### src/rtl/gpio_cfg_serializer.sv
// Purpose: PL-side transmitter for the 16-bit GPIO configuration bus; shifts a word MSB-first
//          on sdata (bit 0) against one serial clock line, and owns the level and trigger lines.
// Latency: accept at edge 0 -> first bit on the bus in cycle 1; idle again at cycle 2+nbits*2*HALF.
// Backpressure: cmd_ready is high only in IDLE; rejected commands pulse err and keep cmd_ready high.
//
// Ports:
//   clk, rst                 fabric clock, synchronous active-high reset
//   cmd_valid/cmd_ready      serial write handshake
//   cmd_sel, cmd_data,       target clock line index, word to shift, bit count (1..DATA_W)
//   cmd_nbits
//   lvl_we, lvl_data         write level lines (bits 5, 13, 14, 15)
//   trig_req                 start/restart the trigger pulse on bit 6
//   gpio_out                 registered GPIO bus
//   busy, err                FSM not idle / one-cycle command-rejected pulse
module gpio_cfg_serializer #(
  parameter int GPIO_W      = 16,
  parameter int DATA_W      = 32,
  parameter int HALF        = 2,
  parameter int TRIG_CYCLES = 4
) (
  input  logic              clk,
  input  logic              rst,
  input  logic              cmd_valid,
  output logic              cmd_ready,
  input  logic [7:0]        cmd_sel,
  input  logic [DATA_W-1:0] cmd_data,
  input  logic [5:0]        cmd_nbits,
  input  logic              lvl_we,
  input  logic [GPIO_W-1:0] lvl_data,
  input  logic              trig_req,
  output logic [GPIO_W-1:0] gpio_out,
  output logic              busy,
  output logic              err
);

  localparam int PH_W  = $clog2(HALF + 1);
  localparam int TR_W  = $clog2(TRIG_CYCLES + 1);
  localparam int IDX_W = $clog2(DATA_W);
  localparam int SEL_W = $clog2(GPIO_W);
  localparam logic [GPIO_W-1:0] LVL_MASK = GPIO_W'(16'hE020);

  typedef enum logic [1:0] {IDLE, SETUP, HIGH, DONE} state_t;

  state_t              state_q, state_nxt;
  logic [PH_W-1:0]     ph_q, ph_nxt;
  logic [5:0]          idx_q, idx_nxt;
  logic [DATA_W-1:0]   word_q, word_nxt;
  logic [SEL_W-1:0]    sel_q, sel_nxt;
  logic [TR_W-1:0]     trig_q, trig_nxt;
  logic [GPIO_W-1:0]   lvl_q, lvl_nxt, gpio_nxt;
  logic                ready_q, err_nxt, accept, sel_ok, cmd_ok, ph_last;

  assign cmd_ready = ready_q;
  assign busy      = (state_q != IDLE);
  assign accept    = cmd_valid && ready_q;
  assign ph_last   = (ph_q == PH_W'(HALF));

  // Only the serial clock lines are legal targets.
  always_comb begin
    sel_ok = 1'b0;
    case (cmd_sel)
      8'd1, 8'd2, 8'd3, 8'd4, 8'd7, 8'd8, 8'd9, 8'd10, 8'd11, 8'd12: sel_ok = 1'b1;
      default: sel_ok = 1'b0;
    endcase
  end

  assign cmd_ok = sel_ok && (cmd_nbits != 6'd0) && (cmd_nbits <= 6'(DATA_W));

  // Shift FSM next state.
  always_comb begin
    state_nxt = state_q;
    ph_nxt    = ph_q;
    idx_nxt   = idx_q;
    word_nxt  = word_q;
    sel_nxt   = sel_q;
    err_nxt   = 1'b0;
    case (state_q)
      IDLE: begin
        if (accept) begin
          if (cmd_ok) begin
            state_nxt = SETUP;
            ph_nxt    = PH_W'(1);
            idx_nxt   = cmd_nbits - 6'd1;
            word_nxt  = cmd_data;
            sel_nxt   = cmd_sel[SEL_W-1:0];
          end else begin
            err_nxt = 1'b1;
          end
        end
      end
      SETUP: begin
        if (ph_last) begin
          state_nxt = HIGH;
          ph_nxt    = PH_W'(1);
        end else begin
          ph_nxt = ph_q + PH_W'(1);
        end
      end
      HIGH: begin
        if (ph_last) begin
          ph_nxt = PH_W'(1);
          if (idx_q == 6'd0) begin
            state_nxt = DONE;
          end else begin
            idx_nxt   = idx_q - 6'd1;
            state_nxt = SETUP;
          end
        end else begin
          ph_nxt = ph_q + PH_W'(1);
        end
      end
      DONE:    state_nxt = IDLE;
      default: state_nxt = IDLE;
    endcase
  end

  // Level and trigger lines run independently of the shift FSM.
  always_comb begin
    lvl_nxt = lvl_we ? (lvl_data & LVL_MASK) : lvl_q;
    if (trig_req) begin
      trig_nxt = TR_W'(TRIG_CYCLES);
    end else if (trig_q != '0) begin
      trig_nxt = trig_q - TR_W'(1);
    end else begin
      trig_nxt = trig_q;
    end
  end

  // The whole bus is built from next-state values so every bit comes straight out of a flop.
  always_comb begin
    gpio_nxt    = lvl_nxt;
    gpio_nxt[6] = (trig_nxt != '0);
    if (state_nxt == SETUP || state_nxt == HIGH) begin
      gpio_nxt[0] = word_nxt[idx_nxt[IDX_W-1:0]];
    end
    if (state_nxt == HIGH) begin
      gpio_nxt[sel_nxt] = 1'b1;
    end
  end

  always_ff @(posedge clk) begin
    if (rst) begin
      state_q  <= IDLE;
      ph_q     <= '0;
      idx_q    <= '0;
      word_q   <= '0;
      sel_q    <= '0;
      trig_q   <= '0;
      lvl_q    <= '0;
      ready_q  <= 1'b0;
      err      <= 1'b0;
      gpio_out <= '0;
    end else begin
      state_q  <= state_nxt;
      ph_q     <= ph_nxt;
      idx_q    <= idx_nxt;
      word_q   <= word_nxt;
      sel_q    <= sel_nxt;
      trig_q   <= trig_nxt;
      lvl_q    <= lvl_nxt;
      ready_q  <= (state_nxt == IDLE);
      err      <= err_nxt;
      gpio_out <= gpio_nxt;
    end
  end

endmodule

### config.mk
export PLATFORM = sky130hd
export DESIGN_NAME = gpio_cfg_serializer
export DESIGN_NICKNAME = d
export VERILOG_FILES = /design/src/rtl/gpio_cfg_serializer.sv
export SDC_FILE = /design/constraint.sdc
export NUM_CORES = 1
export LEC_CHECK = 0
export BUFFER_PORTS_ARGS = -buffer_cell sky130_fd_sc_hd__buf_2
export CELL_PAD_IN_SITES_DETAIL_PLACEMENT = 1
export CELL_PAD_IN_SITES_GLOBAL_PLACEMENT = 2
export CORE_MARGIN = 2
export CORE_UTILIZATION = 35
export DETAILED_ROUTE_END_ITERATION = 8
export PLACE_DENSITY_LB_ADDON = 0.15
export SLEW_MARGIN = 20
export SYNTH_ARGS = -nofsm -noshare
export SYNTH_HDL_FRONTEND = slang
export SYNTH_SLANG_ARGS = --single-unit
### constraint.sdc
create_clock -name clk -period 10.4 [get_ports clk]
set_clock_uncertainty 0.05 [all_clocks]
set_input_delay 1.04 -clock clk [delete_from_list [all_inputs] [get_ports clk]]
set_output_delay 1.04 -clock clk [all_outputs]
set_load 0.05 [all_outputs]
Word level (Yosys, flattened, before mapping)
Memory sizes are Yosys's and may differ from the RTL's.
Index checks and enable logic that the tools add are counted.
W data, S select, Z words.
{ "totals": {"ff_bits": 82, "rom_bits": 16, "in_bits": 67, "mem_count": 1} }
{ "op_classes": {"addsub": 4, "magnitude_cmp": 4, "n_eq_ne": 10, "mux": 32, "bitwise": 3, "reduce_logical": 19} }
{ "mem_list": {"columns": ["name", "depth", "width", "rd", "rd_ports_with_merged_regs", "wr", "line_no", "source"], "rows": [
  ["(name not given)", 16, 1, 1, 0, 0, "61", "case (cmd_sel)"]
]} }
{ "ops": {"columns": ["operator", "n"], "rows": [
  ["$mux W32", 3],
  ["$mux W16", 2],
  ["$mux W6", 4],
  ["$mux W2", 8],
  ["$or A16 B16 Y16", 1],
  ["$mux W4", 3],
  ["$pmux W6 S2", 1],
  ["$sub A6 B1 Y6 const B", 2],
  ["$eq A2 B2 Y1 const B", 4],
  ["$ne A2 B2 Y1 const B", 4],
  ["$pmux W2 S4", 1],
  ["$le A6 B6 Y1 const B", 1],
  ["$logic_not A6 Y1", 1],
  ["$lt A5 B6 Y1 const B", 1],
  ["$mux W3", 2],
  ["$reduce_bool A2 Y1", 3],
  ["$reduce_bool A3 Y1", 2],
  ["$reduce_bool A6 Y1", 1],
  ["$bmux W1 S5", 1],
  ["$lt A4 B5 Y1 const B", 1],
  ["$mux W1", 5],
  ["$reduce_and A5 Y1", 1],
  ["$demux W1 S4", 1],
  ["$eq A2 B1 Y1 const B", 2],
  ["other kinds (12)", 17]
]} }

Depth between registers and ports, before layout
Gate-level depths: netlist of the first run.
{ "logic_depth": {"depth_word": 13, "mapped_depth": 16} }

Least setup slack after synthesis of the first run
No wires, ideal clock.
{ "synth_timing": {"path_kind": "input port to flip-flop", "from": "in cmd_nbits[0]", "to": "reg gpio_out[0]", "setup_time_ps": 118, "t_arrival_ps": 3861, "required_time_ps": 10232, "path_slack_ps": 6371, "path_stages": 15, "n_path_buf": 1, "path_cell_list": "inv_1 > ha_1 > nor4b_2 > xor2_1 > or3b_2 > nor2_2 > clkbuf_1 > a21oi_1 > ha_1 > nand2b_1 > or2_2 > nand2_1 > nor3b_1 > o211ai_1 > o2111a_1"} }
{ "synth_between": {"elab_chain_cells": 12} }
{ "synth_rtl": {"columns": ["item", "line_no", "source"], "rows": [
  ["start: declaration", "27", "input logic [5:0] cmd_nbits,"],
  ["branches (longest 11 deep; another with $le A6 B6 Y1)", null, null],
  ["$mux W16 (*)", "136", "if (state_nxt == HIGH) begin"],
  ["end signal: assignment", "163", "gpio_out <= gpio_nxt;"],
  ["end: declaration", "31", "output logic [GPIO_W-1:0] gpio_out,"]
]} }
Mark *: on every way between the ends. The select of a mux whose other input is x is not followed.
A chain may end at the register's enable or synchronous reset.

Worst setup path after layout of the first run
Ends and elaborated chain as after synthesis.

==> results.md, run 1 <==
- Fin util: 42.46%
- Die area: 12790 sq um
- Seq/Total Area, Yosys: 39.40%
- Worst-Skew Late Latency: 0.35 ns
- Class of the worst hold path: reg -> reg
- Final Hold Fails: 0
- Netlist cell types: 63
- Critical path class: in -> reg
- CTS Sinks: 82
- 1st-iter DRT viols: 137
- Clock share of power: 47.6%
- Failing checks: DRC
- Post CTS Setup Buffer Count: 0
- Layout area overhead: 17.36%
- Synth Cell Area: 4166 sq um
- Critical Path Stages: 15
- Initial Util: 36.18%
- GPL Wtd Cong: 0.7462
- TNS Setup: 0 ns
- Sw Share: 25.04%
- Fin crit share: 41.50%
- CTS root buffer: clkbuf_16
- Psw: 0.1765 mW
- Yosys synthesis warning count: 0
- Slowest CP cell: or4b_1
- Power Dens Cells: 144.1 nW/um^2
- Critical Path Source Type: input port
- Post-synthesis cell count: 492
- Die Y: 113.1 microns
- Ports: 86
- MaxCap Viol Count: 0
- Max Clk Rate: 231.7 MHz
- #FFs+latches synth: 82
- Slew Limit Fails: 0
- CTS Hold Bufs: 0
- Leak: 2.204 nW
- Area after DPL: 4582 sq um
- Int Pwr: 0.5283 mW
- Commonest cells after routing, fill and taps aside: nand2_1, dfxtp_1, buf_2
- WL/cell: 15.48 microns
- Post-synth top area cell: dfxtp_1
- Post-synth ARST share: 0%
- Primary FF master, synth: dfxtp_1
- HPWL after DPL: 7632 microns
- Pre-antenna DRT Iters: 6
- Synth top area share: 39.40%
- Syn avg cell area: 8.468 sq um
- CP Buf/Inv Count: 4
- First-pass GRT wire length: 18310 microns
- Most common cell after layout, fill and taps aside: nand2_1
- ANT cells: 0
- Fin crit period: 4.316 ns
- Final setup vio count: 0
- CTS tree: yes
- Required time worst endpoint: 10.59 ns
- Worst-Margin Slew: 0.6998 ns
- Core area: 11520 sq um
- Slew HR: 53.17%
- Die Width: 113.1 microns
- Syn_nets: 571
- Maximum buffer depth of the clock tree: 2
- Critical path capture point type: register
- EDFF count, synth: 0
- Register share of total power: 45.4%
- Layout cell share with drive strength beyond 1: 19.68%
- CP delay by family, top: buffers and inverters
- Post-Route WL: 10870 microns
- Clk slew on worst S/H paths: 0.07 ns
- Synth area leaders: dfxtp_1, mux2i_1, nand2_1
- Gr usage total: 17.90%
- Outcome: complete, but fails checks
- Fin nets: 633
- GR Overflow Total: 0
- RSZ-0062 raised after global routing: no
- Initial antenna violation count: 1
- FP Rows: 39
- FF-to-FF path depth: 13
- VDD IR-drop max: 0.08499 mV
- Comb power frac: 7.1%
- Hold Path Stages: 2
- Resized cells post-CTS: 0
- Final Cell Area: 4890 sq um
- Routed vias/inst: 5.135
- Total CTS buffers: 9
- Most common cell on crit path: buf_4
- Slowest cell delay on critical path: 0.52 ns
- Vias in the first global route: 3757
- Largest net degree at the start of global routing: 66
- IO Port Bufs: 73
- Via count: 3605
- H-tree Lvls: 3
- ANT nets after route: 0
- Arrival @ worst endpoint: 4.50 ns
- Crit-path max FO: 44
- Crit-path cells: buf_2 > inv_1 > ha_1 > nor4b_2 > xor2_1 > or4b_1 > buf_4 > mux2i_2 > a21oi_4 > buf_4 > mux2_2 > o21ba_1 > o211ai_1 > a21boi_1 > o2111a_1
- Drc violations: 3
[power groups by stage]
stage / combinational (mW) / sequential [mW] / clock, mW
after global placement: 0.0496 / 0.327 / 0
after global routing: 0.0557 / 0.320 / 0.358
after detailed placement: 0.0506 / 0.327 / 0
final: 0.0498 / 0.320 / 0.335
after CTS: 0.0510 / 0.320 / 0.347
after floorplan: 0.0235 / 0.333 / 0
[area by class of cell]
| cell class | count | area, sq um |
|---|---|---|
| clock buffers | 9 | 225.2 |
| fillers | 1391 | 6626 |
| inverters | 19 | 71.32 |
| clock inverters | 7 | 82.58 |
| flip-flops and latches | 82 | 1642 |
| multi-input cells | 364 | 2287 |
| repair buffers | 78 | 402.9 |
| well taps | 143 | 178.9 |
[through the flow]
step	hold WS (ns)	total power [mW]	cells	setup WS, ns
3_3_place_gp	0.3637	0.3764	686	5.721
5_1_grt	0.4214	0.7341	702	5.836
3_5_place_dp	0.3726	0.3776	686	5.679
2_1_floorplan	0.3549	0.3562	492	6.371
4_1_cts	0.3948	0.7181	702	6.033
6_report	0.3865	0.7048	702	6.084
[cell families (layout without fill, tap and decap cells)]
group,Yosys count,after routing,synth area share (%)
AO/OA/AOI/OAI,104,104,16.37
XOR/XNOR,6,6,1.261
adder cells (fa/ha/maj),12,12,3.604
buffers and inverters,46,113,6.006
flip-flops,82,82,39.40
multiplexers,47,47,11.44
AND/OR/NAND/NOR,195,195,21.92
[cells in the mapped netlist, drive strengths merged, types with 3 or more instances]
cell type,number
nand2,97
dfxtp,82
a21oi,46
mux2i,45
nor2,36
inv,19
buf,16
o21ai,16
ha,12
clkbuf,11
nand2b,8
nand3,8
nor2b,8
and2,7
nor3,6
a211oi,5
o21bai,5
o31ai,5
a31oi,4
and3,4
o211ai,4
o22ai,4
nand3b,3
nand4b,3
xnor2,3
xor2,3
[final timing paths]
path | startpoint | to | slack [ns]
worst min-delay path | lvl_q[11] | lvl_q[11] | 0.39
worst max-delay path | cmd_nbits[0] | gpio_out[0] | 6.08
worst max register to register | state_q[0] | gpio_out[0] | 6.67
worst min register to register | lvl_q[11] | lvl_q[11] | 0.39
[worst reg2reg max path: cells and delay by family, from the launching register on]
kind | cells | cell delay (ns)
fa+ha+maj | 1 | 0.31
simple gates | 2 | 0.70
buf+inv | 3 | 0.88
flops | 1 | 0.33
mux | 2 | 0.64
compound gates | 5 | 0.72
[registers in the layout, indices dropped and copies added (netlist names)]
register   cells
cmd_ready      1
err            1
gpio_out      16
idx_q          6
lvl_q         15
ph_q           2
sel_q          4
state_q        2
trig_q         3
word_q        32
[routing by layer]
metal	part of all wire, %	routed length (microns)	vias to the layer above	GRT usage [%]
li1	-	-	1815	-
met1	45	4937	1719	21.82
met2	49	5279	55	30.98
met3	4.4	479	14	4.553
met4	1.5	159	2	5.691
met5	0.12	13	-	0
Power figures use the tool's default switching activity.
==> run 2: changes to the inputs <==
--- a/config.mk
+++ b/config.mk
@@ -9,7 +9,7 @@
 export CELL_PAD_IN_SITES_DETAIL_PLACEMENT = 1
 export CELL_PAD_IN_SITES_GLOBAL_PLACEMENT = 2
 export CORE_MARGIN = 2
-export CORE_UTILIZATION = 35
+export CORE_UTILIZATION = 32
 export DETAILED_ROUTE_END_ITERATION = 8
 export PLACE_DENSITY_LB_ADDON = 0.15
 export SLEW_MARGIN = 20
==> constraint.sdc (replaced) <==
create_clock -name clk -period 4.4 [get_ports clk]
set_clock_uncertainty 0.05 [all_clocks]
set_input_delay 0.44 -clock clk [delete_from_list [all_inputs] [get_ports clk]]
set_output_delay 0.44 -clock clk [all_outputs]
set_load 0.05 [all_outputs]
==> run 2 against run 1 <==
  * The run now ends clean
  * Worst hold slack got worse by 0.14 ns
  * Sequential power increased by 140%
  * Final area increased by 0.92%
  * Core utilization decreased by 3.5 points
  * Clock power increased by 130%
  * First-iteration DRC count decreased by 18%
  * Non-clock buffer count increased by 3
  * Routed wire length increased by 4.5%
  * Count of clock-buffer cells in the layout increased by 1
  * Sequential share of layout area decreased by 0.31 points
  * Critical path type unchanged
  * Largest power group is now registers
==> results.md, run 2 (synthesis results as in run 1) <==
- Slew HR: 50.94%
- Fillers: 1575
- Core area: 12670 sq um
- Most common cell after layout, fill and taps aside: nand2_1
- Power Dens Cells: 330.8 nW/um^2
- Fin crit period: 3.449 ns
- CTS Sinks: 82
- Initial Util: 32.88%
- Critical Path Source Type: input port
- FP Rows: 41
- Slew Limit Fails: 0
- Post-Route WL: 11360 microns
- VDD IR-drop max: 0.1953 mV
- Final setup margin: 0.9508 ns
- Clk slew on worst S/H paths: 0.06 ns
- Pre-antenna DRT Iters: 4
- Die Y: 118.1 microns
- CP Buf/Inv Count: 3
- CTS Hold Bufs: 0
- Max reg flops: 32
- 1st-iter DRT viols: 112
- Slowest cell delay on critical path: 0.52 ns
- Maximum buffer depth of the clock tree: 2
- Critical path capture point type: register
- Worst-Skew Late Latency: 0.35 ns
- TNS Setup: 0 ns
- Via count: 3594
- CTS tree: yes
- Routed vias/inst: 4.903
- RSZ-0062 raised after global routing: no
- CP delay by family, top: simple AND/OR/NAND/NOR gates
- Ports: 86
- Commonest cells after routing, fill and taps aside: nand2_1, dfxtp_1, buf_2
- Top reg by flops: word_q
- Gr usage total: 16.87%
- Crit-path cells: buf_2 > inv_1 > ha_1 > nor4b_2 > xor2_1 > or3b_2 > o21ai_0 > o21ai_0 > a21oi_1 > inv_1 > ha_1 > nand2b_1 > or2_2 > nand2_1 > nor3b_1 > o211ai_1 > o2111a_1
- Post CTS Setup Buffer Count: 0
- Critical path class: in -> reg
- Die Width: 118.1 microns
- Required time worst endpoint: 4.59 ns
- IO Port Bufs: 73
- Max Clk Rate: 289.9 MHz
- GPL Wtd Cong: 0.7647
- Die area: 13950 sq um
- GR Overflow Total: 0
- WL/cell: 15.50 microns
- Crit-path max FO: 5
- Final setup vio count: 0
- Initial antenna violation count: 0
- HPWL after DPL: 8015 microns
- Fin crit share: 78.39%
- Leak: 2.207 nW
- Worst-Margin Slew: 0.7358 ns
- Slowest CP cell: or3b_2
- H-tree Lvls: 3
- Class of the worst hold path: in -> reg
- Vias in the first global route: 3664
- Dpl ws: 0.5995 ns
- Resized cells post-CTS: 0
- Outcome: finished, final reports clean
- Largest registers: word_q x32, gpio_out x16, lvl_q x15
- Layout area overhead: 18.44%
- Layout cell share with drive strength beyond 1: 19.96%
- ANT nets after route: 0
- MaxCap Viol Count: 0
- Arrival @ worst endpoint: 3.64 ns
- Fin nets: 636
- CTS root buffer: clkbuf_16
- ANT cells: 0
- Largest net degree at the start of global routing: 65
- Total CTS buffers: 9
- Final Hold Fails: 0
- Drc violations: 0
- First-pass GRT wire length: 18600 microns
## run 2: changes by cell type in the layout (fill, tap and decap cells not counted)
cell | previous run | this run
buf_4 | 5 | 8
clkbuf_8 | 0 | 1
clkinv_2 | 1 | 2
clkinvlp_4 | 1 | 2
inv_6 | 2 | 0
inv_8 | 2 | 0
## run 2: where the power goes
group          internal (mW)  leakage [nW]  switching (mW)
clock                  0.449         0.140           0.306
combinational         0.0467          1.40          0.0735
sequential             0.752         0.663         0.00439
## run 2: final cells by class
type	count	area, sq um	share of cell area (%)
Timing Repair Buffer	81	425.4	8.621
Clock buffer	10	239.0	4.843
Inverter	19	71.32	1.445
Tap cell	172	215.2	4.361
Clock inverter	5	55.05	1.116
Sequential cell	82	1642	33.27
Multi-Input combinational cell	364	2287	46.35
## run 2: per-layer routing
| metal | up-vias | GRT usage, % | wire length, microns |
|---|---|---|---|
| met5 | - | 0 | 0 |
| met4 | 0 | 7.455 | 224 |
| met3 | 15 | 3.004 | 294 |
| met2 | 43 | 26.70 | 5305 |
| met1 | 1717 | 22.36 | 5537 |
| li1 | 1819 | - | - |
## run 2: final timing paths
kind / from / end / cells after the start / slack [ns]
worst max-delay path: cmd_nbits[0] / gpio_out[0] / 17 / 0.95
worst min-delay path: trig_req / trig_q[1] / 2 / 0.25
worst max register to register: state_q[0] / gpio_out[0] / 12 / 1.15
worst min register to register: lvl_q[7] / lvl_q[7] / 2 / 0.39
## run 2: through the flow
stage	utilization (%)	hold WS [ns]	area, sq um	instances	power, mW
after floorplan	-	0.3549	4167	492	0.8418
after global placement	36.62	0.3666	4641	718	0.8921
after detailed placement	36.62	0.3739	4641	718	0.8950
after CTS	38.95	0.2343	4935	733	1.666
after global routing	38.95	0.2461	4935	733	1.709
final	38.95	0.2485	4935	733	1.632
